**src/rtl/mac_sequencer.sv**
```systemverilog
`default_nettype none
// ============================================================================
//  Module   : mac_sequencer
//  Purpose  : Steps the PE MAC datapath through one dot product: clear,
//             stream LEN operand addresses, drain memory latency, flag DONE.
//  Revision : 1.0 - initial release
// ============================================================================
module mac_sequencer #(
  parameter int ADDR_W  = 8,
  parameter int LEN_W   = 8,
  parameter int MEM_LAT = 1
) (
  input  logic              CLK,
  input  logic              RST,
  input  logic              START,
  input  logic              ABORT,
  input  logic [LEN_W-1:0]  LEN,
  input  logic [ADDR_W-1:0] BASE_A,
  input  logic [ADDR_W-1:0] BASE_B,
  output logic              MEM_RD,
  output logic [ADDR_W-1:0] ADDR_A,
  output logic [ADDR_W-1:0] ADDR_B,
  output logic              PE_CLR,
  output logic              PE_MAC,
  output logic              BUSY,
  output logic              DONE
);

  typedef enum logic [2:0] {
    S_IDLE  = 3'd0,
    S_CLEAR = 3'd1,
    S_ISSUE = 3'd2,
    S_DRAIN = 3'd3,
    S_DONE  = 3'd4
  } state_t;

  localparam logic [2:0] c_drain_last = 3'(MEM_LAT - 1);

  state_t              r_state;
  state_t              w_next_state;
  logic [LEN_W-1:0]    r_len;
  logic [LEN_W-1:0]    r_step;
  logic [2:0]          r_drain_cnt;
  logic [ADDR_W-1:0]   r_base_a;
  logic [ADDR_W-1:0]   r_base_b;
  logic [ADDR_W-1:0]   r_addr_a;
  logic [ADDR_W-1:0]   r_addr_b;
  logic                r_mem_rd;
  logic                r_pe_clr;
  logic                r_busy;
  logic                r_done;
  logic [MEM_LAT-1:0]  r_mac_dly;
  logic                w_in_op;
  logic                w_abort;
  logic                w_last_step;
  logic                w_drain_done;

  assign w_in_op      = (r_state == S_CLEAR) || (r_state == S_ISSUE) || (r_state == S_DRAIN);
  assign w_abort      = ABORT && w_in_op;
  assign w_last_step  = (r_step == (r_len - LEN_W'(1)));
  assign w_drain_done = (r_drain_cnt == c_drain_last);

  always_ff @(posedge CLK or posedge RST) begin
    if (RST) begin
      r_state <= S_IDLE;
    end else begin
      r_state <= w_next_state;
    end
  end

  always_comb begin
    w_next_state = r_state;
    case (r_state)
      S_IDLE: begin
        if (START && !ABORT) begin
          w_next_state = S_CLEAR;
        end
      end
      S_CLEAR: begin
        if (ABORT) begin
          w_next_state = S_IDLE;
        end else if (r_len != '0) begin
          w_next_state = S_ISSUE;
        end else begin
          w_next_state = S_DONE;
        end
      end
      S_ISSUE: begin
        if (ABORT) begin
          w_next_state = S_IDLE;
        end else if (w_last_step) begin
          w_next_state = S_DRAIN;
        end
      end
      S_DRAIN: begin
        if (ABORT) begin
          w_next_state = S_IDLE;
        end else if (w_drain_done) begin
          w_next_state = S_DONE;
        end
      end
      S_DONE: begin
        w_next_state = S_IDLE;
      end
      default: begin
        w_next_state = S_IDLE;
      end
    endcase
  end

  // Outputs are decoded from the next state so every port comes straight off a flop.
  always_ff @(posedge CLK or posedge RST) begin
    if (RST) begin
      r_len       <= '0;
      r_step      <= '0;
      r_drain_cnt <= '0;
      r_base_a    <= '0;
      r_base_b    <= '0;
      r_addr_a    <= '0;
      r_addr_b    <= '0;
      r_mem_rd    <= 1'b0;
      r_pe_clr    <= 1'b0;
      r_busy      <= 1'b0;
      r_done      <= 1'b0;
    end else begin
      if ((r_state == S_IDLE) && (w_next_state == S_CLEAR)) begin
        r_len    <= LEN;
        r_base_a <= BASE_A;
        r_base_b <= BASE_B;
      end
      if (w_next_state == S_ISSUE) begin
        if (r_state == S_ISSUE) begin
          r_step   <= r_step + LEN_W'(1);
          r_addr_a <= r_addr_a + ADDR_W'(1);
          r_addr_b <= r_addr_b + ADDR_W'(1);
        end else begin
          r_step   <= '0;
          r_addr_a <= r_base_a;
          r_addr_b <= r_base_b;
        end
      end
      if (w_next_state == S_DRAIN) begin
        r_drain_cnt <= (r_state == S_DRAIN) ? (r_drain_cnt + 3'd1) : 3'd0;
      end
      r_mem_rd <= (w_next_state == S_ISSUE);
      r_pe_clr <= (w_next_state == S_CLEAR);
      r_busy   <= (w_next_state == S_CLEAR) || (w_next_state == S_ISSUE) ||
                  (w_next_state == S_DRAIN);
      r_done   <= (w_next_state == S_DONE);
    end
  end

  // Read-strobe delay line; an abort flushes anything still in flight.
  generate
    if (MEM_LAT == 1) begin : g_dly_one
      always_ff @(posedge CLK or posedge RST) begin
        if (RST) begin
          r_mac_dly <= '0;
        end else begin
          r_mac_dly <= w_abort ? 1'b0 : r_mem_rd;
        end
      end
    end else begin : g_dly_multi
      always_ff @(posedge CLK or posedge RST) begin
        if (RST) begin
          r_mac_dly <= '0;
        end else if (w_abort) begin
          r_mac_dly <= '0;
        end else begin
          r_mac_dly <= {r_mac_dly[MEM_LAT-2:0], r_mem_rd};
        end
      end
    end
  endgenerate

  assign MEM_RD = r_mem_rd;
  assign ADDR_A = r_addr_a;
  assign ADDR_B = r_addr_b;
  assign PE_CLR = r_pe_clr;
  assign PE_MAC = r_mac_dly[MEM_LAT-1];
  assign BUSY   = r_busy;
  assign DONE   = r_done;

endmodule
`default_nettype wire

```
**config.mk**
```make
export PLATFORM = sky130hd
export DESIGN_NAME = mac_sequencer
export DESIGN_NICKNAME = d
export VERILOG_FILES = /design/src/rtl/mac_sequencer.sv
export SDC_FILE = /design/constraint.sdc
export NUM_CORES = 1
export LEC_CHECK = 0
export CAP_MARGIN = 20
export CELL_PAD_IN_SITES_DETAIL_PLACEMENT = 0
export CELL_PAD_IN_SITES_GLOBAL_PLACEMENT = 2
export CORE_ASPECT_RATIO = 1.25
export CORE_UTILIZATION = 36
export CTS_BUF_LIST = sky130_fd_sc_hd__clkbuf_4 sky130_fd_sc_hd__clkbuf_8
export DETAILED_ROUTE_END_ITERATION = 8
export PLACE_DENSITY_LB_ADDON = 0.2
export SETUP_SLACK_MARGIN = 0.2
export SYNTH_ARGS = -nofsm -noshare
export SYNTH_HDL_FRONTEND = slang
export SYNTH_SLANG_ARGS = --single-unit
```
**constraint.sdc**
```tcl
create_clock -name CLK -period 5.92 [get_ports CLK]
set_input_delay 0.592 -clock CLK [delete_from_list [all_inputs] [get_ports CLK]]
set_output_delay 0.592 -clock CLK [all_outputs]
set_load 0.05 [all_outputs]
```
# Yosys cells after proc, flatten, opt, wreduce, memory -nomap -nowiden
# Index checks and enable logic that the tools add are counted.
[word_totals] output_inout_bits=21 elab_cells=50 reg_bits=59 input_bits=28
[classes] n_addsub=5 mux=13 reduce_logical=11 eq_ne=8
[op_table] operator="$add A8 B1 Y8 const B" n=3
[op_table] operator="$mux W3" n=8
[op_table] operator="$mux W8" n=3
[op_table] operator="$eq A3 B2 Y1 const B" n=4
[op_table] operator="$pmux W3 S4" n=1
[op_table] operator="$eq A8 B8 Y1" n=1
[op_table] operator="$reduce_bool A8 Y1" n=1
[op_table] operator="$sub A8 B1 Y8 const B" n=1
[op_table] operator="$eq A3 B1 Y1 const B" n=2
[op_table] operator="$logic_not A3 Y1" n=2
[op_table] operator="$logic_or A1 B1 Y1" n=4
[op_table] operator="$add A3 B1 Y3 const B" n=1
[op_table] operator="$eq A3 B3 Y1 const B" n=1
[op_table] operator="$logic_and A1 B1 Y1" n=3
[op_table] operator="$logic_not A1 Y1" n=1
[op_table] operator="$mux W1" n=1

# Longest topological paths before layout
[depth] ltp_word=8 depth_mapped=10 depth_no_buf=9

# Worst setup path after synthesis
# No wires, ideal clock.
[synth_timing] kind="in2reg" startpoint="input ABORT" endpoint="register r_addr_b[0], in the netlist ADDR_B[0]" arrival_ps=2317 setup_time_ps=126 required_ps=5794 stages=10 path_buffers=4 path_slack_ps=3477 cell_sequence="or2_1 -> clkbuf_1 -> or3_1 -> clkbuf_1 -> nor2_1 -> and4_4 -> buf_6 -> buf_2 -> nor3_1 -> a221o_1"
[synth_between] elab_chain_len=5 elab_cells_between_ends=8 cone_classes="eq/ne (1); mux (5); reduce/logical (2)"
[synth_rtl] element="from (decl)" line="16" source="input logic ABORT,"
[synth_rtl] element="$logic_not A1 Y1" line="75" source="if (START && !ABORT) begin"
[synth_rtl] element="$logic_and A1 B1 Y1" line="75"
[synth_rtl] element="$mux W3" line="75"
[synth_rtl] element="$pmux W3 S4 (*)" line="73" source="case (r_state)"
[synth_rtl] element="$eq A3 B2 Y1 (*)" line="131" source="if (w_next_state == S_ISSUE) begin"
[synth_rtl] element="to (signal assigned)" line="135" source="r_addr_b <= r_addr_b + ADDR_W'(1);"
[synth_rtl] element="to (signal assigned)" line="139" source="r_addr_b <= r_base_b;"
[synth_rtl] element="to (decl)" line="47" source="logic [ADDR_W-1:0] r_addr_b;"
# Mark *: on every way between the ends. The rest lies on a longest branch, timed or not.
# A chain may end at the register's enable or synchronous reset.

# Final worst setup path
[layout_timing] startpoint="input ABORT" endpoint="register r_addr_a[1], in the netlist ADDR_A[1]"
[layout_between] elab_chain_len=5 elab_cells_between_ends=8 cone_classes="eq/ne (1); mux (5); reduce/logical (2)"
[layout_rtl] element="$logic_not A1 Y1" line="75"
[layout_rtl] element="$logic_and A1 B1 Y1" line="75"
[layout_rtl] element="$mux W3" line="75"
[layout_rtl] element="$pmux W3 S4 (*)" line="73"
[layout_rtl] element="$eq A3 B2 Y1 (*)" line="131"
[layout_rtl] element="to (signal assigned)" line="134" source="r_addr_a <= r_addr_a + ADDR_W'(1);"
[layout_rtl] element="to (signal assigned)" line="138" source="r_addr_a <= r_base_a;"
[layout_rtl] element="to (decl)" line="46" source="logic [ADDR_W-1:0] r_addr_a;"
# Marked as above.

==> impl_metrics.ini <==
[synthesis]
synthCells = 343
ys.flop_type = dfrtp_1
synth_cell_types = 52
ys_ff_latch = 59
ys_warn_count = 0
yosysSeqAreaShare_pct = 48.4
syn_area_mm2 = 0.00305
synth_async_sr_flop_share_pct = 100
postSynthAreaPerCell_um2 = 8.90
syn_nets = 378
synth_edf_count = 0

[timing]
timing.fmax_ghz = 0.317
finClkSkew_ns = 0.0121
setup_viol = 0
tightest_slew_ns = 0.919
relSlewSlack_pct = 38.6
layout_setup_ws_ns = 2.76
worst_hold_slack_ns = 0.478
min_period_ns = 3.16
fin_setup_tns_ns = 0
finalHoldViolCount = 0
rsz0062_at_grt = false
slew_violations = 0
finalCritPeriodShare_pct = 53.3

[power_and_ir_drop]
ir_drop_v = 0.000218
combPwrFrac_pct = 38.7
clkPwrFrac_pct = 24.2
p_per_area_mw_per_mm2 = 459
seqPwrFrac_pct = 37.0
p_int_uw = 1030
p_sw_share_pct = 41.6
switching_power_uw = 732
cellLeakagePower_uw = 0.00174

[clocking]
clk_latency_ns = 0.35
clockBufferDepth = 2
cts_made_buffers = 9
ctsHoldBuffers = 0
cts_setup_buffers = 0
clock_sinks = 59
clk_pin_slew_worst_paths_ns = 0.07
cts_tree = built
post_cts_resized = 0
cts_max_level = 3
cts_root_buffer = clkbuf_8

[job]
drv_cap = 0

[layout]
nFillCells = 819
drive_gt1_share_pct = 7.85
multi_input_area_mm2 = 0.00145
final_common_cell = nand2_1
final_cell_mix = nand2_1 (90), dfrtp_1 (59), clkdlybuf4s50_1 (48)
final_cells = 492
nets = 425
layout.area.seq_mm2 = 0.00148
diodes = 0
area_delta_synth_final_pct = 25.5

[worst_setup_path]
worstPathRequired_ns = 6.16
critPathLaunchType = input pin
endpoint_kind = register
critical_path_arrival_ns = 3.40
worstPathMaxFanout = 18
path_class = in2reg

[routing]
drt_pre_antenna_iters = 6
wl_per_cell_um = 16.2
drt_iter0_markers = 108
vias = 2606
viasPerCell = 5.30
drc = 6
drtAntennaViolNets = 0
wl_um = 7980

[floorplanning]
dieWidth_um = 84.4
core_mm2 = 0.00824
core.rowCount = 37
start_util_pct = 37.0
die_h_um = 105
die_area_mm2 = 0.00885
io_pins = 49

[placement]
port-buffer-count = 48
place_ws_ns = 2.37
gp_congestion = 0.772
dpl.cell_count = 476
dp_hpwl_um = 5390

[global_route]
grt_max_degree = 60
antenna_found_initial = 0
grt-ovfl-total = 0
grt_pass1_vias = 2723
grt_pass1_wl_um = 13500
track_usage_pct = 19.9

[hold_path]
hold_path_class = reg2reg

[outcome]
outcome = finished, violations left
violations = DRC
[registers in the layout, indices dropped and copies added, names as in the netlist]
signal and cells:
ADDR_A 8, ADDR_B 8, r_base_a 8, r_base_b 8, r_len 8, r_step 8
r_drain_cnt 3, r_state 3, BUSY 1, DONE 1, MEM_RD 1, PE_CLR 1
PE_MAC 1
[final timing paths]
| check | from | endpoint | slack (ns) | depth (start not counted) |
|---|---|---|---|---|
| min in group asynchronous | RST | r_base_a[4] | 0.77 | 3 |
| worst max-delay path | ABORT | ADDR_A[1] | 2.76 | 8 |
| max in group asynchronous | RST | r_len[6] | 4.62 | 3 |
| worst min-delay path | r_base_b[4] | r_base_b[4] | 0.48 | 2 |
| worst min register to register | r_base_b[4] | r_base_b[4] | 0.48 | 2 |
| worst max register to register | r_len[0] | ADDR_A[1] | 2.84 | 9 |
[power by group through the flow]
stage          sequential (uW)  combinational (uW)  clock (uW)
3_3_place_gp               659                 679           0
2_1_floorplan              831                 277           0
4_1_cts                    653                 689         432
5_1_grt                    673                 746         452
3_5_place_dp               658                 685           0
6_report                   651                 681         426
[worst max-delay path, stage by stage]
cell and delay [ns]:
clkdlybuf4s50_1 0.49, or2_1 0.31, or3_1 0.49, nor2_1 0.21
nand4_2 0.49, nand2_1 0.36, inv_1 0.16, a311oi_1 0.28
[stage by stage]
| stage | total power [uW] | instance area, um^2 | utilization, % |
|---|---|---|---|
| CTS | 1770 | 3830 | 46.5 |
| global route | 1870 | 3830 | 46.5 |
| finish | 1760 | 3830 | 46.5 |
| global placement | 1340 | 3600 | 43.7 |
| detailed placement | 1340 | 3600 | 43.7 |
| floorplan | 1110 | 3050 | - |
[cell usage after synthesis, types with 2 or more instances]
master | instances | area share, %
and2_1 | 4 | 0.82
or4_1 | 3 | 0.74
xnor2_1 | 6 | 1.7
a221o_1 | 2 | 0.66
nor3_1 | 8 | 1.3
or3_1 | 7 | 1.4
a311oi_1 | 6 | 1.7
o21ai_0 | 10 | 1.6
ha_1 | 7 | 2.9
nor4_1 | 2 | 0.41
nand3_1 | 8 | 1.3
a211oi_1 | 6 | 1.5
nand2b_1 | 4 | 0.82
o211ai_1 | 2 | 0.49
o31ai_1 | 3 | 0.74
dfrtp_1 | 59 | 48
inv_1 | 16 | 2.0
and3_1 | 3 | 0.61
nand3b_1 | 2 | 0.49
a31oi_1 | 14 | 2.9
clkbuf_1 | 8 | 0.98
xor2_1 | 3 | 0.86
a21oi_1 | 12 | 2.0
nor2b_1 | 2 | 0.41
nor2_1 | 25 | 3.1
nand4_1 | 3 | 0.61
buf_2 | 4 | 0.66
nand2_1 | 90 | 11
[logic make-up (layout without fill, tap and decap cells)]
kind of cell,after synthesis,count (layout),share of synthesized area [%]
simple gates,172,172,26.9
fa+ha+maj,7,7,2.87
xor+xnor,9,9,2.58
buf+inv,31,83,4.22
mux,2,2,0.697
flops,59,59,48.4
compound gates,63,63,14.4
[cell type report]
type / count / area share, %
Sequential cell: 59 / 38.5
Clock buffer: 10 / 3.59
Inverter: 17 / 1.67
Clock inverter: 6 / 2.32
Multi-Input combinational cell: 253 / 37.8
Timing Repair Buffer: 50 / 12.9
Tap cell: 97 / 3.17
[routing by layer]
layer	up-vias	part of all wire [%]	global-route usage, %
met3	17	3.3	4.58
met5	-	0	0
met1	1255	43	22.4
met2	50	52	36.2
met4	0	2.0	7.38
li1	1284	-	-
No activity file was read; power rests on OpenSTA's default activity.
